`src/rtl/ring_meas_pkg.sv`:
```
// ring_meas_pkg: shared state encoding, default constants and enabled-ring search for the ring measurement scheduler
package ring_meas_pkg;
  typedef enum logic [1:0] {IDLE, SETTLE, GATE, REPORT} state_t;
  localparam int DEF_N_RING = 4;
  localparam int DEF_GATE_CYCLES = 100;
  localparam int DEF_SETTLE_CYCLES = 4;
  localparam int DEF_CNT_W = 16;
  localparam int MAX_RING = 64;
  typedef struct packed {
    logic       found;
    logic [5:0] idx;
  } next_t;
  // lowest set bit of mask strictly above index from; from = -1 gives the lowest set bit
  function automatic next_t next_en(input logic [MAX_RING-1:0] mask, input int from);
    next_t r;
    r = '0;
    for (int i = MAX_RING - 1; i >= 0; i--)
      if (i > from && mask[6'(i)]) begin
        r.found = 1'b1;
        r.idx = 6'(i);
      end
    return r;
  endfunction
endpackage

```
`src/rtl/ring_edge_counter.sv`:
```
// ring_edge_counter: synchronises one ring input and counts its rising edges in a gate window; saturates when RING_CNT_SAT_EN is defined, wraps otherwise
module ring_edge_counter #(
  parameter int CNT_W = 16
) (
  input  logic             clk,
  input  logic             rst_n,
  input  logic             ring,
  input  logic             clr,
  input  logic             en,
  output logic [CNT_W-1:0] count,
  output logic             ovf
);
  logic s1, s2, prev;
  // two-flop synchroniser plus edge register; always tracking so a mux switch is absorbed during settle
  always_ff @(posedge clk or negedge rst_n)
    if (!rst_n) {s1, s2, prev} <= 3'b000;
    else {s1, s2, prev} <= {ring, s1, s2};
  // count rising edges while enabled; ovf flags any increment attempted at all-ones
  always_ff @(posedge clk or negedge rst_n)
    if (!rst_n) begin
      count <= '0;
      ovf <= 1'b0;
    end else if (clr) begin
      count <= '0;
      ovf <= 1'b0;
    end else if (en && s2 && !prev) begin
      ovf <= ovf | (&count);
`ifdef RING_CNT_SAT_EN
      count <= (&count) ? count : count + 1'b1;
`else
      count <= count + 1'b1;
`endif
    end
endmodule

```
`src/rtl/ring_meas_scheduler.sv`:
```
// ring_meas_scheduler: round-robin settle/gate/report sequencer sharing one edge counter across ring inputs (RING_CNT_SAT_EN selects saturating count)
module ring_meas_scheduler
  import ring_meas_pkg::*;
#(
  parameter int N_RING = DEF_N_RING,
  parameter int GATE_CYCLES = DEF_GATE_CYCLES,
  parameter int SETTLE_CYCLES = DEF_SETTLE_CYCLES,
  parameter int CNT_W = DEF_CNT_W
) (
  input  logic                      clk,
  input  logic                      rst_n,
  input  logic                      start,
  input  logic                      abort,
  input  logic                      continuous,
  input  logic [N_RING-1:0]         ring_en_mask,
  input  logic [N_RING-1:0]         ring_in,
  output logic [$clog2(N_RING)-1:0] ring_sel,
  output logic                      busy,
  output logic                      result_valid,
  input  logic                      result_ready,
  output logic [CNT_W-1:0]          result_data,
  output logic [$clog2(N_RING)-1:0] result_id,
  output logic                      result_ovf,
  output logic                      sweep_done
);
  localparam int SW = $clog2(N_RING);
  localparam int TW = $clog2((GATE_CYCLES > SETTLE_CYCLES ? GATE_CYCLES : SETTLE_CYCLES) + 1);
  state_t state, state_d;
  logic [TW-1:0] tmr, tmr_d;
  logic [SW-1:0] sel_d;
  logic [N_RING-1:0] mask, mask_d;
  logic cont, cont_d, done_d;
  next_t fst, nxt, low;
  assign busy = state != IDLE;
  assign result_valid = state == REPORT;
  assign result_id = ring_sel;
  ring_edge_counter #(.CNT_W(CNT_W)) u_cnt (
    .clk   (clk),
    .rst_n (rst_n),
    .ring  (ring_in[ring_sel]),
    .clr   (state == SETTLE),
    .en    (state == GATE),
    .count (result_data),
    .ovf   (result_ovf)
  );
  // scheduler state, phase timer, selected ring and captured sweep setup
  always_ff @(posedge clk or negedge rst_n)
    if (!rst_n) begin
      state <= IDLE;
      tmr <= '0;
      ring_sel <= '0;
      mask <= '0;
      cont <= 1'b0;
      sweep_done <= 1'b0;
    end else begin
      state <= state_d;
      tmr <= tmr_d;
      ring_sel <= sel_d;
      mask <= mask_d;
      cont <= cont_d;
      sweep_done <= done_d;
    end
  // next-state: abort wins; settle and gate are timed; report waits for the handshake
  always_comb begin
    fst = next_en(MAX_RING'(ring_en_mask), -1);
    nxt = next_en(MAX_RING'(mask), int'(ring_sel));
    low = next_en(MAX_RING'(mask), -1);
    state_d = state;
    tmr_d = tmr;
    sel_d = ring_sel;
    mask_d = mask;
    cont_d = cont;
    done_d = 1'b0;
    if (abort) state_d = IDLE;
    else
      case (state)
        IDLE:
          if (start && fst.found) begin
            mask_d = ring_en_mask;
            cont_d = continuous;
            sel_d = SW'(fst.idx);
            tmr_d = TW'(SETTLE_CYCLES - 1);
            state_d = SETTLE;
          end
        SETTLE: begin
          tmr_d = tmr - 1'b1;
          if (tmr == '0) begin
            tmr_d = TW'(GATE_CYCLES - 1);
            state_d = GATE;
          end
        end
        GATE: begin
          tmr_d = tmr - 1'b1;
          if (tmr == '0) state_d = REPORT;
        end
        REPORT:
          if (result_ready) begin
            tmr_d = TW'(SETTLE_CYCLES - 1);
            state_d = nxt.found || (cont && low.found) ? SETTLE : IDLE;
            sel_d = nxt.found ? SW'(nxt.idx) : cont ? SW'(low.idx) : ring_sel;
            done_d = !nxt.found && !cont;
          end
        default: state_d = IDLE;
      endcase
  end
endmodule

```
`config.mk`:
```
export PLATFORM = sky130hd
export DESIGN_NAME = ring_meas_scheduler
export DESIGN_NICKNAME = d
export VERILOG_FILES = /design/src/rtl/ring_meas_pkg.sv /design/src/rtl/ring_edge_counter.sv /design/src/rtl/ring_meas_scheduler.sv
export SDC_FILE = /design/constraint.sdc
export NUM_CORES = 1
export LEC_CHECK = 0
export CAP_MARGIN = 20
export CORE_MARGIN = 2
export CORE_UTILIZATION = 40
export DETAILED_ROUTE_END_ITERATION = 10
export DONT_BUFFER_PORTS = 1
export GPL_TIMING_DRIVEN = 0
export HOLD_SLACK_MARGIN = 0.15
export SETUP_SLACK_MARGIN = 0.02
export SLEW_MARGIN = 10
export SYNTH_ARGS = -nofsm -noshare
export SYNTH_HDL_FRONTEND = slang
export SYNTH_HIERARCHICAL = 1
export SYNTH_SLANG_ARGS = --single-unit
```
`constraint.sdc`:
```
create_clock -name clk -period 3.35 [get_ports clk]
set_clock_uncertainty 0.15 [all_clocks]
set_input_delay 0.1675 -clock clk [delete_from_list [all_inputs] [get_ports clk]]
set_output_delay 0.1675 -clock clk [all_outputs]
set_load 0.05 [all_outputs]
```
==> flow_summary.toml <==
[power_and_ir_drop]
ir_drop_v = 0.0003270
p_seq_share_pct = 40.6
clock_power_share_pct = 17.9
power_density_nw_per_um2 = 718.8
p_leak_nw = 0.9409
pwr-share-comb_pct = 41.5
switchingPower_mw = 0.6604
swShare_pct = 43.04
internal_power_mw = 0.8739

[synth]
synth_seq_cells = 33
synth_area_leaders = "dfrtp_1, ha_1, nor2_1"
syn_inst = 188
synthArstFlopShare_pct = 100.0
syn_nets = 210
synth_area_um2 = 1866
synth_cell_types = 53
yosys_warnings = 6
syn_avg_cell_area_um2 = 9.923
synth-main-ff-cell = "dfrtp_1"
synth_edf_count = 0
synth-seq-area-share_pct = 44.27
synth_top_area_share_pct = 44.27
yosysTopAreaCell = "dfrtp_1"

[timing]
rsz0062_at_grt = "false"
slew_viol_final = 0
hold-worst-slack_ns = 0.1714
min_period_ns = 2.735
post-route-period-util_pct = 81.65
setup_viol = 0
slew_headroom_pct = 58.93
hold_viol_final = 0
timing.fmax_ghz = 0.3656
tightestPinTransition_ns = 0.6160
fin_setup_tns_ns = 0

[setup_path]
cp_slowest_cell = "dlygate4sd3_1"
start_kind = "register"
r2r_setup_slack_ns = 0.61
crit_top_cell = "inv_1"
crit_fanout = 7
cp.arrival_ns = 2.75
endpoint_kind = "register"
critical_path_class = "register to register"
critPathMaxStageDelay_ns = 0.56
crit_required_ns = 3.36
path_cells = "inv_1, ha_1, inv_1, or3_1, mux2_2, dlygate4sd3_1"

[placed_design]
io_buffer_count = 0
dp_hpwl_um = 2768
gp_congestion = 0.9883

[clocking]
cts_tree = "yes"
root_buffer = "clkbuf_8"
clk_pin_slew_worst_paths_ns = 0.06
cts_made_buffers = 5
cts_num_sinks = 33
cts-htree-levels = 2
clk_path_buf_depth = 2
worstSkewPairLatency_ns = 0.29

[global_routing]
antenna_found_initial = 0
grt_pass1_wl_um = 6541
first_global_vias = 1522
gr-total-overflow = 0
grt_usage_pct = 16.47
grt_max_degree = 34

[detailed_routing]
drtAntennaViolNets = 0
wl_per_cell_um = 15.14
vias = 1474
drt_first_pass_iters = 4
drt_iter0_drc = 31
via_per_inst = 5.713
wl_um = 3907
detail_route.drc_violations = 0

[finish]
nets = 229
area_growth_pct = 14.42
num_antenna_cells = 0
drive_gt1_share_pct = 11.17

[floorplan]
fp.coreArea_um2 = 4414
start_util_pct = 42.26
ioPinCount = 38
die_w_um = 72.29
rows = 24
fp.dieH_um = 72.29
dieArea_um2 = 5226

[outcome]
status = "complete, no violations"

[job]
cap_violations = 0

[hold_path]
hp-class = "input port to async pin"
==> flip-flops by register name (all words and copies together) (netlist names), 2 cells and up <==
signal and flops:
u_cnt/count 16, result_id 2, tmr 7, state 2
mask 2
==> synth_stat cells, types with 3 or more instances <==
library cell  count
dfrtp_1          33
nor2_1           17
a21oi_1          12
inv_1            10
nand2_1          10
o21ai_0          10
ha_1              8
nand3_1           8
or3_1             6
xnor2_1           5
xor2_1            5
nand4_1           4
nor3_1            4
buf_4             3
nand2b_1          3
nor2b_1           3
o21ai_1           3
==> final timing paths <==
check / from / endpoint / cells past startpoint
worst max-delay path: state[0] / mask[1] / 6
max in group asynchronous: rst_n / result_id[0] / 2
min in group clk: abort / tmr[1] / 2
worst max register to register: state[0] / mask[1] / 6
worst min-delay path: rst_n / u_cnt/count[6] / 2
worst min register to register: u_cnt/s1 / u_cnt/s2 / 0
==> critical path: cells and delay by family, from the launching register on <==
family | cells | cell delay, ns
buffers and inverters | 3 | 0.98
and+or+nand+nor | 1 | 0.48
muxes | 1 | 0.28
adders and majority gates | 1 | 0.31
DFF | 1 | 0.42
==> kinds of logic after synthesis <==
kind of cell               synth area share, %
AOI/OAI and AO/OA                        13.82
xor gates and xnor gates                 4.695
adders and majority gates                5.366
buffers and inverters                    5.298
DFF                                      44.27
muxes                                    3.554
other                                   0.2010
and+or+nand+nor                          22.81
==> final cells by class <==
class                      instances  area (µm²)
buffer                             9       61.31
clock buffer                       5       68.82
clock inverter                     1       5.005
fill                             422        2280
inverter                          10       37.54
multi-input combinational        136       940.9
sequential                        33       825.8
tap                               52       65.06
timing repair buffer              12       130.1
==> metrics by stage <==
| stage | instance area, µm² | worst slack [ns] | utilization, % | power [mW] | cells |
|---|---|---|---|---|---|
| after global routing | 2135 | 0.4878 | 48.36 | 1.645 | 258 |
| after global placement | 1931 | 0.9465 | 43.74 | 1.182 | 240 |
| after floorplan | 1866 | 1.067 | - | 1.093 | 188 |
| after detailed placement | 1931 | 0.9143 | 43.74 | 1.213 | 240 |
| after CTS | 2135 | 0.6299 | 48.36 | 1.545 | 258 |
| final | 2135 | 0.6146 | 48.36 | 1.534 | 258 |
==> cells in the final DEF, fill, tap and decap left out, types with 2 or more instances in the layout <==
master         instances
nand3_1                8
clkbuf_8               5
buf_4                  3
o21ai_1                3
clkbuf_1               2
buf_6                  2
a211oi_1               2
o21ai_0               10
nand2b_1               3
nor3b_1                2
ha_1                   8
a31oi_1                2
or3_1                  6
xnor2_1                5
inv_1                 10
dlygate4sd3_1         11
nand4_1                4
nand2_1               10
a21oi_1               12
a41oi_1                2
nor2b_1                3
and4b_1                2
nor3_1                 4
dfrtp_1               33
mux2_2                 2
nor2_1                17
xor2_1                 5
==> power groups by stage <==
| stage | registers, mW | clock network [mW] | logic (mW) |
|---|---|---|---|
| after global routing | 0.642 | 0.300 | 0.704 |
| after floorplan | 0.605 | 0 | 0.487 |
| after global placement | 0.625 | 0 | 0.557 |
| final | 0.623 | 0.275 | 0.637 |
| after CTS | 0.624 | 0.284 | 0.637 |
| after detailed placement | 0.631 | 0 | 0.582 |
==> layer usage <==
layer | share of wire [%] | up-vias | wire, µm | GRT usage [%]
met5 | 0 | - | 0 | 0
met4 | 2.1 | 0 | 81 | 9.224
met3 | 5.9 | 8 | 230 | 5.972
met2 | 49 | 33 | 1931 | 27.93
met1 | 43 | 724 | 1664 | 17.71
li1 | - | 709 | - | -
==> timing repair <==
item                                   CTS  global route
endpoints found under the hold margin   41             0
buffers inserted                         0             0
hold buffers                            12             0
gates resized for setup                  0             0
setup endpoints to repair                0             0
No activity file was read; power rests on OpenSTA's default activity.
